$ cat config.mk
export PLATFORM = sky130hd
export DESIGN_NAME = dh_modexp_cipher
export DESIGN_NICKNAME = d
export VERILOG_FILES = /design/src/rtl/dh_pkg.sv /design/src/rtl/dh_modmul.sv /design/src/rtl/dh_modexp_cipher.sv
export SDC_FILE = /design/constraint.sdc
export NUM_CORES = 1
export LEC_CHECK = 0
export CAP_MARGIN = 10
export CELL_PAD_IN_SITES_DETAIL_PLACEMENT = 1
export CELL_PAD_IN_SITES_GLOBAL_PLACEMENT = 1
export CORE_ASPECT_RATIO = 1.75
export CORE_UTILIZATION = 43
export DETAILED_ROUTE_END_ITERATION = 8
export PLACE_DENSITY_LB_ADDON = 0.1
export SKIP_CTS_REPAIR_TIMING = 1
export SYNTH_ARGS = -nofsm -noshare
export SYNTH_HDL_FRONTEND = slang
export SYNTH_SLANG_ARGS = --single-unit
$ cat constraint.sdc
create_clock -name clk -period 8.46 [get_ports clk]
set_input_delay 1.692 -clock clk [delete_from_list [all_inputs] [get_ports clk]]
set_output_delay 1.692 -clock clk [all_outputs]
set_load 0.01 [all_outputs]
$ cat src/rtl/dh_pkg.sv
// Shared types and constants for the modular-exponentiation cipher round.
package dh_pkg;

   localparam int DATA_W_D = 4;
   localparam int KEY_W_D  = 32;

   typedef enum logic [2:0] {
      IDLE,
      REDUCE,
      SQR,
      MUL,
      FINISH
   } state_t;

   function automatic int latency(input int kw);
      return kw * (2 * kw + 1) + 1;
   endfunction

endpackage

$ cat src/rtl/dh_modmul.sv
// Bit-serial interleaved modular multiplier, MSB first over a.
// One step per cycle; done flags the final step, whose result is on r.
module dh_modmul #(
   parameter int KEY_W = 32
) (
   input  logic             clk,
   input  logic             rst,
   input  logic             start,
   input  logic [KEY_W-1:0] a,
   input  logic [KEY_W-1:0] b,
   input  logic [KEY_W-1:0] p,
   output logic             done,
   output logic [KEY_W-1:0] r
);

   localparam int CW = $clog2(KEY_W);

   logic [KEY_W-1:0] a_q, b_q, p_q, r_q;
   logic [CW-1:0]    cnt;
   logic             run;
   logic [KEY_W+1:0] pe, t0, t1, t2;
   logic [1:0]       unused_hi;

   // 2r + b < 3p, so two conditional subtractions restore r < p
   always_comb begin
      pe = {2'b00, p_q};
      t0 = {1'b0, r_q, 1'b0}
         + (a_q[KEY_W-1] ? {2'b00, b_q} : '0);
      t1 = (t0 >= pe) ? t0 - pe : t0;
      t2 = (t1 >= pe) ? t1 - pe : t1;
      r  = t2[KEY_W-1:0];
      unused_hi = t2[KEY_W+1:KEY_W];
      done = run && (cnt == '0);
   end

   always_ff @(posedge clk or negedge rst) begin
      if (!rst) begin
         a_q <= '0;
         b_q <= '0;
         p_q <= '0;
         r_q <= '0;
         cnt <= '0;
         run <= 1'b0;
      end else if (start) begin
         a_q <= a;
         b_q <= b;
         p_q <= p;
         r_q <= '0;
         cnt <= CW'(KEY_W - 1);
         run <= 1'b1;
      end else if (run) begin
         r_q <= r;
         a_q <= a_q << 1;
         if (cnt == '0) run <= 1'b0;
         else           cnt <= cnt - 1'b1;
      end
   end

endmodule

$ cat src/rtl/dh_modexp_cipher.sv
// Constant-time base^exp mod p followed by the XOR check-and-encrypt step.
module dh_modexp_cipher
   import dh_pkg::*;
#(
   parameter int DATA_W = DATA_W_D,
   parameter int KEY_W  = KEY_W_D
) (
   input  logic              clk,
   input  logic              rst,
   input  logic              start,
   input  logic [DATA_W-1:0] base,
   input  logic [KEY_W-1:0]  exp,
   input  logic [KEY_W-1:0]  p,
   input  logic [DATA_W-1:0] c1,
   input  logic [DATA_W-1:0] r1,
   output logic              busy,
   output logic              done,
   output logic              err,
   output logic [DATA_W-1:0] key_out,
   output logic              valid_c2,
   output logic [DATA_W-1:0] c2
);

   localparam int IW = $clog2(KEY_W);

   state_t            state;
   logic [DATA_W-1:0] base_q, c1_q, r1_q;
   logic [KEY_W-1:0]  exp_q, p_q, b_q, acc;
   logic [IW-1:0]     idx;
   logic              err_q;

   logic              mm_start, mm_done;
   logic [KEY_W-1:0]  mm_a, mm_b, mm_p, mm_r, acc_nxt;
   logic [DATA_W-1:0] key_fin, r2n;
   logic              v_fin;

   dh_modmul #(.KEY_W(KEY_W)) u_mul (
      .clk   (clk),
      .rst   (rst),
      .start (mm_start),
      .a     (mm_a),
      .b     (mm_b),
      .p     (mm_p),
      .done  (mm_done),
      .r     (mm_r)
   );

   // Next multiply is launched on the edge that retires the current one
   always_comb begin
      mm_start = 1'b0;
      mm_a     = acc;
      mm_b     = acc;
      mm_p     = p_q;
      acc_nxt  = exp_q[idx] ? mm_r : acc;
      unique case (state)
         IDLE: begin
            mm_p     = p;
            mm_a     = KEY_W'(base);
            mm_b     = KEY_W'(1);
            mm_start = start && (p >= KEY_W'(2));
         end
         REDUCE: begin
            mm_a     = KEY_W'(1);
            mm_b     = KEY_W'(1);
            mm_start = mm_done;
         end
         SQR: begin
            mm_a     = mm_r;
            mm_b     = b_q;
            mm_start = mm_done;
         end
         MUL: begin
            mm_a     = acc_nxt;
            mm_b     = acc_nxt;
            mm_start = mm_done && (idx != '0);
         end
         default: ;
      endcase
   end

   always_comb begin
      key_fin = acc[DATA_W-1:0];
      r2n     = key_fin ^ c1_q;
      v_fin   = !err_q && (r2n != base_q);
   end

   always_ff @(posedge clk or negedge rst) begin
      if (!rst) begin
         state    <= IDLE;
         base_q   <= '0;
         c1_q     <= '0;
         r1_q     <= '0;
         exp_q    <= '0;
         p_q      <= '0;
         b_q      <= '0;
         acc      <= '0;
         idx      <= '0;
         err_q    <= 1'b0;
         busy     <= 1'b0;
         done     <= 1'b0;
         err      <= 1'b0;
         key_out  <= '0;
         valid_c2 <= 1'b0;
         c2       <= '0;
      end else begin
         unique case (state)
            IDLE: begin
               done <= 1'b0;
               if (start) begin
                  base_q <= base;
                  c1_q   <= c1;
                  r1_q   <= r1;
                  exp_q  <= exp;
                  p_q    <= p;
                  acc    <= '0;
                  if (p < KEY_W'(2)) begin
                     err_q <= 1'b1;
                     state <= FINISH;
                  end else begin
                     err_q <= 1'b0;
                     busy  <= 1'b1;
                     state <= REDUCE;
                  end
               end
            end
            REDUCE: if (mm_done) begin
               b_q   <= mm_r;
               acc   <= KEY_W'(1);
               idx   <= IW'(KEY_W - 1);
               state <= SQR;
            end
            SQR: if (mm_done) begin
               acc   <= mm_r;
               state <= MUL;
            end
            MUL: if (mm_done) begin
               acc <= acc_nxt;
               if (idx == '0) begin
                  state <= FINISH;
               end else begin
                  idx   <= idx - 1'b1;
                  state <= SQR;
               end
            end
            FINISH: begin
               done     <= 1'b1;
               busy     <= 1'b0;
               err      <= err_q;
               key_out  <= err_q ? '0 : key_fin;
               valid_c2 <= v_fin;
               c2       <= v_fin ? (key_fin ^ r1_q) : '0;
               state    <= IDLE;
            end
            default: state <= IDLE;
         endcase
      end
   end

endmodule
* Word level (Yosys, flattened, before mapping)
Index checks and enable logic that the tools add are counted.
** Cells by class
- $add $sub $neg :: 5
- $mul :: 0
- Div/mod/pow operators :: 0
- Magnitude comparators :: 5
- Eq/ne operators :: 12
- Shifts and indexed selects :: 0
- Multiplexer cells :: 43
- Bitwise gates (word level) :: 2
- Reductions and logical operators :: 22
** Operators with widths (count)
- 32-bit 2-to-1 mux :: 12
- 32-bit case mux with 4 select lines :: 2
- 32-bit case mux with 3 select lines :: 1
- 34-bit by 32-bit >= comparator with 1-bit output :: 2
- 33-bit by 34-bit adder with 34-bit output :: 1
- 34-bit 2-to-1 mux :: 1
- 34-bit by 32-bit subtractor with 34-bit output :: 1
- 32-bit by 2-bit >= comparator with 1-bit output, second input constant :: 1
- 32-bit by 2-bit less-than comparator with 1-bit output, second input constant :: 1
- 32-bit subtractor :: 1
- 5-bit 2-to-1 mux :: 6
- 3-bit 2-to-1 mux :: 6
- 2-bit != test, second input constant :: 7
- 3-bit case mux with 4 select lines :: 1
- 5-bit zero test :: 2
- 5-bit case mux with 2 select lines :: 1
- 5-bit by 1-bit subtractor with 5-bit output, second input constant :: 2
- 4-bit 2-to-1 mux :: 2
- 4-bit AND reduction :: 2
- 4-bit bitwise XOR :: 2
- 1-bit 2-to-1 mux :: 7
- 3-bit by 2-bit equality test with 1-bit output, second input constant :: 2
- 5-bit by 6-bit less-than comparator with 1-bit output, second input constant :: 1
- 2-bit AND reduction :: 3
- other kinds (15) :: 22
** Word-level totals
- Register bits :: 295
- Latch bits :: 0
- Memory bits (writable) :: 0
- Bits in read-only memories :: 0
- Output and inout port bits :: 12
- Logic and storage cells :: 111
- Memories kept :: 0

* Longest topological paths before layout
Gate-level depths: netlist of run 1.
- Depth in word-level cells :: 9
- Gate-level depth with buffers :: 38

* Modules after synthesis
From an unflattened synthesis of run 1, not the netlist that was laid out.
** Unflattened totals
- Cells, all modules :: 2230
- Area, all modules :: 20588.5 um^2
** By module, submodules not included
- dh_modmul :: instances 1, cells each 1384, area an instance 11967.7 um^2, seq. area each 3353.2 um^2
- dh_modexp_cipher :: instances 1, cells each 846, area an instance 8620.8 um^2, seq. area each 4028.9 um^2

* Least setup slack after synthesis of run 1
OpenSTA, ideal clock, no wires.
- Path kind :: reg-to-reg
- From :: register u_mul.a_q[31]
- To :: register b_q[29]
- Library setup time :: 125 ps
- Arrival :: 7810 ps
- Required time :: 8335 ps
- Setup slack :: 525 ps
- Stages on the path, launching flop included :: 39
- Path buffers :: 4
- Path through :: dfrtp_1 clkbuf_1 and2_1 ha_1 inv_1 fa_1 nor2b_1 o31a_1 o311a_4 o21ai_0 o21ba_2 o31ai_1 a21oi_1 xnor2_1 ha_1 a21oi_1 o21ai_1 or4_1 [... 3 more ...] o211a_1 buf_2 mux2_2 ha_1 inv_1 fa_1 a211oi_1 o21ai_0 nand2_1 o211ai_1 a21bo_2 o2111a_1 or3_1 clkbuf_1 buf_2 o21ai_0 nand2_1 mux2_2
** Between the ends
- Cells in the longest elaborated chain, start to end :: 6
- Elaborated cells on any way between the ends :: 8
- Classes of those cells :: add/sub: 3; order compare: 2; mux: 3
** RTL lines
- start, declared :: line dh_modmul.sv:18 : logic [KEY_W-1:0] a_q, b_q, p_q, r_q;
- start signal, assigned :: line dh_modmul.sv:53 : a_q <= a_q << 1;
- 32-bit 2-to-1 mux * :: line dh_modmul.sv:28 : + (a_q[KEY_W-1] ? {2'b00, b_q} : '0);
- 33-bit by 34-bit adder with 34-bit output * :: line dh_modmul.sv:28
- 34-bit by 32-bit subtractor with 34-bit output / 34-bit by 32-bit >= comparator with 1-bit output (equally long branches) :: line dh_modmul.sv:29 : t1 = (t0 >= pe) ? t0 - pe : t0;
- 34-bit 2-to-1 mux * :: line dh_modmul.sv:29
- 32-bit subtractor / 34-bit by 32-bit >= comparator with 1-bit output (equally long branches) :: line dh_modmul.sv:30 : t2 = (t1 >= pe) ? t1 - pe : t1;
- 32-bit 2-to-1 mux * :: line dh_modmul.sv:30
- end signal, assigned :: line dh_modexp_cipher.sv:127 : b_q <= mm_r;
- end, declared :: line dh_modexp_cipher.sv:28 : logic [KEY_W-1:0] exp_q, p_q, b_q, acc;
Every way passes the cells marked *; elsewhere a longest branch is shown, timed or not.
A chain may end at the register's enable or synchronous reset.

* Worst setup path in the final report of run 1
- From :: register u_mul.a_q[31]
- To :: register acc[27]
** Between the ends
- Cells in the longest elaborated chain, start to end :: 9
- Elaborated cells on any way between the ends :: 12
- Classes of those cells :: add/sub: 3; order compare: 2; mux: 7
** RTL lines
- 32-bit 2-to-1 mux * :: line dh_modmul.sv:28
- 33-bit by 34-bit adder with 34-bit output * :: line dh_modmul.sv:28
- 34-bit by 32-bit subtractor with 34-bit output / 34-bit by 32-bit >= comparator with 1-bit output (equally long branches) :: line dh_modmul.sv:29
- 34-bit 2-to-1 mux * :: line dh_modmul.sv:29
- 32-bit subtractor / 34-bit by 32-bit >= comparator with 1-bit output (equally long branches) :: line dh_modmul.sv:30
- 32-bit 2-to-1 mux * :: line dh_modmul.sv:30
- 32-bit 2-to-1 mux :: line dh_modexp_cipher.sv:54 : acc_nxt = exp_q[idx] ? mm_r : acc;
- 32-bit 2-to-1 mux :: line dh_modexp_cipher.sv:136 : MUL: if (mm_done) begin
- 32-bit case mux with 4 select lines * :: line dh_modexp_cipher.sv:106 : unique case (state)
- end signal, assigned :: line dh_modexp_cipher.sv:133 : acc <= mm_r;
- end signal, assigned :: line dh_modexp_cipher.sv:137 : acc <= acc_nxt;
- end, declared :: line dh_modexp_cipher.sv:28
Every way passes the cells marked *; elsewhere a longest branch is shown, timed or not. The select of a mux whose other input is x is not followed.

==> results.md, run 1 <==
* Outcome: complete, no violations
* Total CTS buffers at 28
* WHS at 473 ps
* Post-Place Cell Area at 0.0226 mm^2
* Hold path depth at 2
* Sequential Power Share at 48.4%
* Synth area leader: dfrtp_1
* Max Freq at around 120 MHz
* Crit path buf inv count at 13
* Synth top area share at 38.1%
* Switching pwr at about 750 uW
* Combinational power share at roughly 8.0%
* Post-synth EDFFs at 0
* Area Overhead vs Synth at 23.6%
* WHS Endpoint: p_q[19]
* Post-Syn Nets at 2,467
* HP Class: reg -> reg
* CP dominant cell by count: buf_4
* 1st-iter DRT viols at 1,018
* Routed wire length at 76.9 mm
* Leak at 11.6 nW
* FF+latch count, synth at 295
* Root Buffer: clkbuf_16
* Final slew viol count at 0
* Setup TNS at 0 ps
* TritonRoute pass-1 iters at 5
* Worst setup path category: reg -> reg
* R2R setup slack at 270 ps
* Fin area at 0.0240 mm^2
* Clock share of power at 43.5%
* CP peak stage delay at 680 ps
* Vias per inst at around 5.9
* CP max FO at 18
* Sequential-to-total area share from yosys stat at 38.1%
* Min-delay src: p_q[19]
* Final hold violations at 0
* Post-synth ARST share at 100%
* Arr. time, crit path at 8660 ps
* Reg2Reg Launch Point: u_mul.a_q[31]
* Switching fraction of total power at 24.7%
* Antenna violations before repair at 0
* Later-pin clock latency in the skew report at roughly 600 ps
* Clock buffer depth at 3
* # clock sinks at slightly below 300
* H-tree levels at 1
* Slowest cell on crit path: o311ai_0
* Die Span X at 163 um
* CP Capture Type: flip-flop
* Post-route DRC at 0
* Layout cells sized above 1 at 17.1%
* Reg2reg end: acc[27]
* Total of max-cap violations at 0
* Synth Flop Type: dfrtp_1
* Worst path required time at 8930 ps
* Pwr dens at 126 mW/mm^2
* Cell count after synthesis at approximately 2.3k
* R2R cell count at 37
* CTS tree: built
* Antenna-violating nets left at 0
* CP top delay family: compound AO/OA/AOI/OAI gates
* Tightest Pin Transition at between 1000 and 1500 ps
* Post-synth cell types at 86
* Int Pwr at between 2 and 2.5 mW
* Die ar. at 0.0460 mm^2
* Number of global-route vias before repair at 20.4k
* Layout Nets at 2,737
* Via count at 18.7k
* Critical path launch point type: flip-flop
* Initial Util at between 40 and 50%
* Stages on the worst setup path at 37
* # diodes at 0
* Worst Skew at 30.8 ps
* Mean routed wirelength per cell at 24.4 um
* Io pins at 91
* Final setup viols at 0
* Synth area leaders: dfrtp_1 38%, nand2_1 8.5%, ha_1 6.3%
* Largest net degree at the start of global routing at 141
* First-pass GRT wire length at 117 mm
* Final Util at 54.0%
* GR Util All Layers at 33.4%
* Minimum clock period at 8190 ps
* Post-Syn Area at between 0.015 and 0.02 mm^2
* Avg Synthesized Cell Area at 8.48 um^2
* HPWL after DPL at 58.8 mm
* Syn. warnings at 0
* Commonest non-fill, non-tap cell in the layout: nand2_1
* Max-Slew Margin vs Limit at 23.6%
* Area of the core at 0.0444 mm^2
* Clk slew on worst S/H paths at 60 ps
* Max IR drop VDD at 0.167 mV
* Global route overflow at 0
* FP Rows at roughly 100
* Routability cong. at roughly 0.94
* Commonest non-fill, non-tap cells in the layout: 436 x nand2_1, 294 x dfrtp_1, 257 x buf_4
* IO Port Bufs at 90
* Fin crit share at between 90 and 100%
* Die Height at 283 um
[synth_stat cells, drive strengths merged (22+ instances only)]
cell type,n
nand2,439
dfrtp,295
o21ai,201
nor2,148
a21oi,144
ha,97
clkbuf,91
inv,82
mux2i,69
xnor2,61
nand3,52
a211oi,49
and2,48
nor3,44
a21o,37
xor2,36
and3,28
a31oi,27
buf,27
o21a,23
mux2,22
o31ai,22
[area by class of cell]
type,instances,area [um^2]
flip-flops and latches,295,7390
well taps,572,716
fillers,5281,20400
repair buffers,358,3010
clock buffers,40,806
inverters,82,308
multi-input cells,1793,11600
clock inverters,11,136
[worst register-to-register path, delay by kind of cell, from the launching register on]
family / cells / cell delay [ps]
compound gates: 15 / 3370
flops: 1 / 410
mux: 1 / 190
fa+ha+maj: 3 / 1020
buf+inv: 13 / 2230
simple gates: 5 / 890
[flip-flops by register name, summed over array words and instances (netlist names), 32 cells and up]
signal	flops
exp_q	32
u_mul.a_q	32
u_mul.b_q	32
b_q	32
u_mul.r_q	32
p_q	32
u_mul.p_q	32
acc	32
[cell families (layout without fill, tap and decap cells)]
kind of cell             after synthesis  after routing  synth area share [%]
AND/OR/NAND/NOR                      854            854                  19.5
AO/OA/AOI/OAI                        641            641                  21.3
flip-flops                           295            295                  38.1
buffers and inverters                200            491                  4.15
multiplexers                         101            101                  6.00
adder cells (fa/ha/maj)              100            100                  6.57
XOR/XNOR                              97             97                  4.38
[per-layer routing]
metal	global-route usage [%]	wire [um]	vias to the layer above
met2	61.3	40700	458
li1	-	-	8668
met5	0	0	-
met3	3.00	2220	243
met4	26.1	6730	0
met1	34.1	27300	9336
[worst max-delay path by stage]
stage,startpoint,end,slack [ps]
2_1_floorplan,u_mul.a_q[31],b_q[29],530
5_1_grt,u_mul.a_q[31],acc[27],-120
6_report,u_mul.a_q[31],acc[27],270
4_1_cts,u_mul.a_q[31],u_mul.a_q[19],-520
3_3_place_gp,u_mul.a_q[31],u_mul.a_q[19],-300
3_5_place_dp,u_mul.a_q[31],u_mul.b_q[19],-520
[power groups by stage]
stage / combinational [mW] / sequential [mW] / clock, mW
floorplan: 0.106 / 1.48 / 0
global placement: 0.234 / 1.49 / 0
detailed placement: 0.240 / 1.49 / 0
CTS: 0.243 / 1.46 / 1.33
global route: 0.269 / 1.47 / 1.39
finish: 0.243 / 1.46 / 1.32
[metrics by stage]
stage | setup WS (ps) | instances | power (mW)
detailed placement | -515 | 3089 | 1.73
global placement | -299 | 3089 | 1.72
CTS | -517 | 3140 | 3.04
finish | 267 | 3151 | 3.02
global route | -117 | 3151 | 3.12
floorplan | 525 | 2288 | 1.59
(Power assumes the default switching activity.)
==> run 2: changes to the inputs <==
- CORE_MARGIN: unset -> 2
- CORE_UTILIZATION: 43 -> 47
- GPL_TIMING_DRIVEN: unset -> 0
- clock period: 8.46 -> 7.61 ns (I/O delays scaled with it)
==> run 2 against run 1 <==
  * Register-to-register slack worse by 2100 ps
  * Fmax is 13% lower
  * Count of clock-buffer cells in the layout is 3 lower
  * Critical path type unchanged
  * Total power is 15% higher
  * The run now ends with capacitance limit, slew limit, setup timing left
  * Sequential power is 12% higher
==> results.md, run 2 (synthesized netlist as in run 1, its figures left out) <==
* Crit. Startpoint: u_mul.a_q[31]
* Violated checks: capacitance limit, slew limit, setup timing
* Clk slew on worst S/H paths at 70 ps (about the same)
* Fin cells at 3,084 (-2.1%)
* RSZ-0062 raised after global routing: yes
* Reg2Reg Launch Point: u_mul.a_q[31]
* Antenna-violating nets left at 0 (unchanged)
* Storage cell area at 0.00738 mm^2 (about the same)
* Largest net degree at the start of global routing at 118 (-16%)
* CP dominant cell by count: a21oi_1
* CP Capture Type: flip-flop
* Number of global-route vias before repair at 20.2k (-1.1%)
* Pwr dens at 136 mW/mm^2 (+8.2%)
* Commonest non-fill, non-tap cell in the layout: nand2_1
* Max Freq at 106 MHz (-13%)
* Initial Util at 47.5% (+3.8 points)
* GR Util All Layers at 38.7% (+5.3 points)
* Critical path launch point type: flip-flop
* Reg2reg end: u_mul.a_q[12]
* PnR worst setup slack at -1820 ps (-2090 ps)
* Leak at 11.7 nW (+0.31%)
* H-tree levels at 1 (unchanged)
* Outcome: finished with violations
* Layout cells sized above 1 at 21.6% (+4.4 points)
* Final hold violations at 0 (unchanged)
* Area of the multi-input gates at 0.0135 mm^2 (+16%)
* HPWL after DPL at 63.0 mm (+7.1%)
* CP peak stage delay at 710 ps (+30 ps)
* Final slew viol count at 5 (+5)
* Final setup viols at 160 (+160)
* Area Overhead vs Synth at 31.3%
* 1st-iter DRT viols at 1,644 (+61%)
* Antenna violations before repair at 2 (+2)
* IO Port Bufs at 90 (unchanged)
* Max-Slew Margin vs Limit at -0.919% (-24 points)
* Worst path required time at 8140 ps (-790 ps)
* First-pass GRT wire length at 123 mm (+5.6%)
* CP max FO at 8 (-10)
* Total CTS buffers at 28 (unchanged)
* Tightest Pin Transition at 1500 ps (+359 ps)
* Later-pin clock latency in the skew report at 620 ps (+20 ps)
* Clock buffer depth at 3 (unchanged)
* Die Span X at 158 um (-3.1%)
* Die ar. at 0.0430 mm^2 (-6.6%)
* Post-Place Cell Area at 0.0212 mm^2 (-6.3%)
* Fin crit share at 124% (+27 points)
* # clock sinks at 295 (unchanged)
* Routed wire length at 92.1 mm (+20%)
* Root Buffer: clkbuf_16
* Worst Skew at 41.4 ps (+10.6 ps)
* Commonest non-fill, non-tap cells in the layout: 428 x nand2_1, 294 x dfrtp_1, 132 x nor2_1
* Fin area at 0.0255 mm^2 (+6.3%)
* Tot Pwr at 3.47 mW (+15%)
* HP Class: reg -> reg
* Global route overflow at 0 (unchanged)
* FP Rows at 98 (-3.9%)
* Arr. time, crit path at 9960 ps (+1300 ps)
* TritonRoute pass-1 iters at 8 (+3)
* Die Height at 273 um (-3.6%)
* R2R setup slack at -1820 ps (-2090 ps)
* Io pins at 91 (unchanged)
* Mean routed wirelength per cell at 29.9 um (+22%)
* Area of the core at 0.0408 mm^2 (-8.1%)
* Final-layout fill cell count at 4,663 (-12%)
* Max IR drop VDD at 0.179 mV (+7.3%)
* Minimum clock period at 9430 ps (+1240 ps)
* Layout Nets at 2,692 (-1.6%)
* Via count at 20.0k (+6.8%)
* Crit path buf inv count at 10 (-3)
* Vias per inst at 6.48 (+9.1%)
* Stages on the worst setup path at 39 (+5.4%)
* Crit path to: u_mul.a_q[12]
* Routability cong. at 0.998 (+6.1%)
* WHS at 472 ps (-0.918 ps)
* Worst setup path category: reg -> reg
* Slowest cell on crit path: nor2_1
* Post-route DRC at 0 (unchanged)
* CTS tree: built
* Dpl cells at 2,931 (-5.1%)
* CP top delay family: compound AO/OA/AOI/OAI gates
* R2R cell count at 39 (+5.4%)
* Total of max-cap violations at 1 (+1)
==> run 2: cell types whose count changed in the layout (fill, tap and decap cells not counted), sizes merged <==
cell    delta
bufinv     +2
clkbuf    +86
clkinv     -1
buf      -134
inv        +1
diode      +1
==> run 2: worst min-delay path by stage <==
stage	to	slack, ps	cells past startpoint	startpoint
CTS	exp_q[6]	480	2	exp_q[6]
finish	exp_q[6]	470	2	exp_q[6]
detailed placement	exp_q[6]	460	2	exp_q[6]
global route	p_q[10]	500	2	p_q[10]
floorplan	exp_q[10]	440	2	exp_q[10]
global placement	exp_q[23]	450	2	exp_q[23]
==> run 2: area by class of cell <==
cell class | count | area share (%)
clock inverter | 13 | 0.771
clock buffer | 37 | 3.08
buffer | 116 | 2.52
timing repair buffer | 197 | 7.83
sequential | 295 | 29.0
tap | 550 | 2.70
multi-input combinational | 1793 | 52.9
inverter | 82 | 1.21
antenna | 1 | 0.00982
==> run 2: per-stage QoR <==
stage / setup TNS (ps) / setup slack, ps / util [%]
after floorplan: 0 / 39.0 / -
after global placement: -2884860 / -7890 / 51.6
after detailed placement: -561590 / -4010 / 51.8
after CTS: -574770 / -4100 / 54.2
after global routing: -236420 / -1870 / 62.4
final: -220520 / -1820 / 62.4
==> run 2: routing by layer <==
metal / vias up / track usage, % / part of all wire (%) / routed length, um
li1: 8587 / - / - / -
met1: 9959 / 41.2 / 33 / 30200
met2: 951 / 64.0 / 48 / 44300
met3: 474 / 6.77 / 7.9 / 7240
met4: 0 / 36.7 / 11 / 10300
met5: - / 0 / 0 / 0
==> run 2: worst min-delay path: cells and delay by family, from the launching register on <==
family	cells	cell delay, ps
simple gates	2	100
flops	1	340
==> run 2: power by group <==
part	leakage, nW	internal, mW	switching [mW]	total (mW)
sequential	3.72	1.60	0.0222	1.63
combinational	7.47	0.114	0.174	0.289
clock	0.482	0.865	0.694	1.56
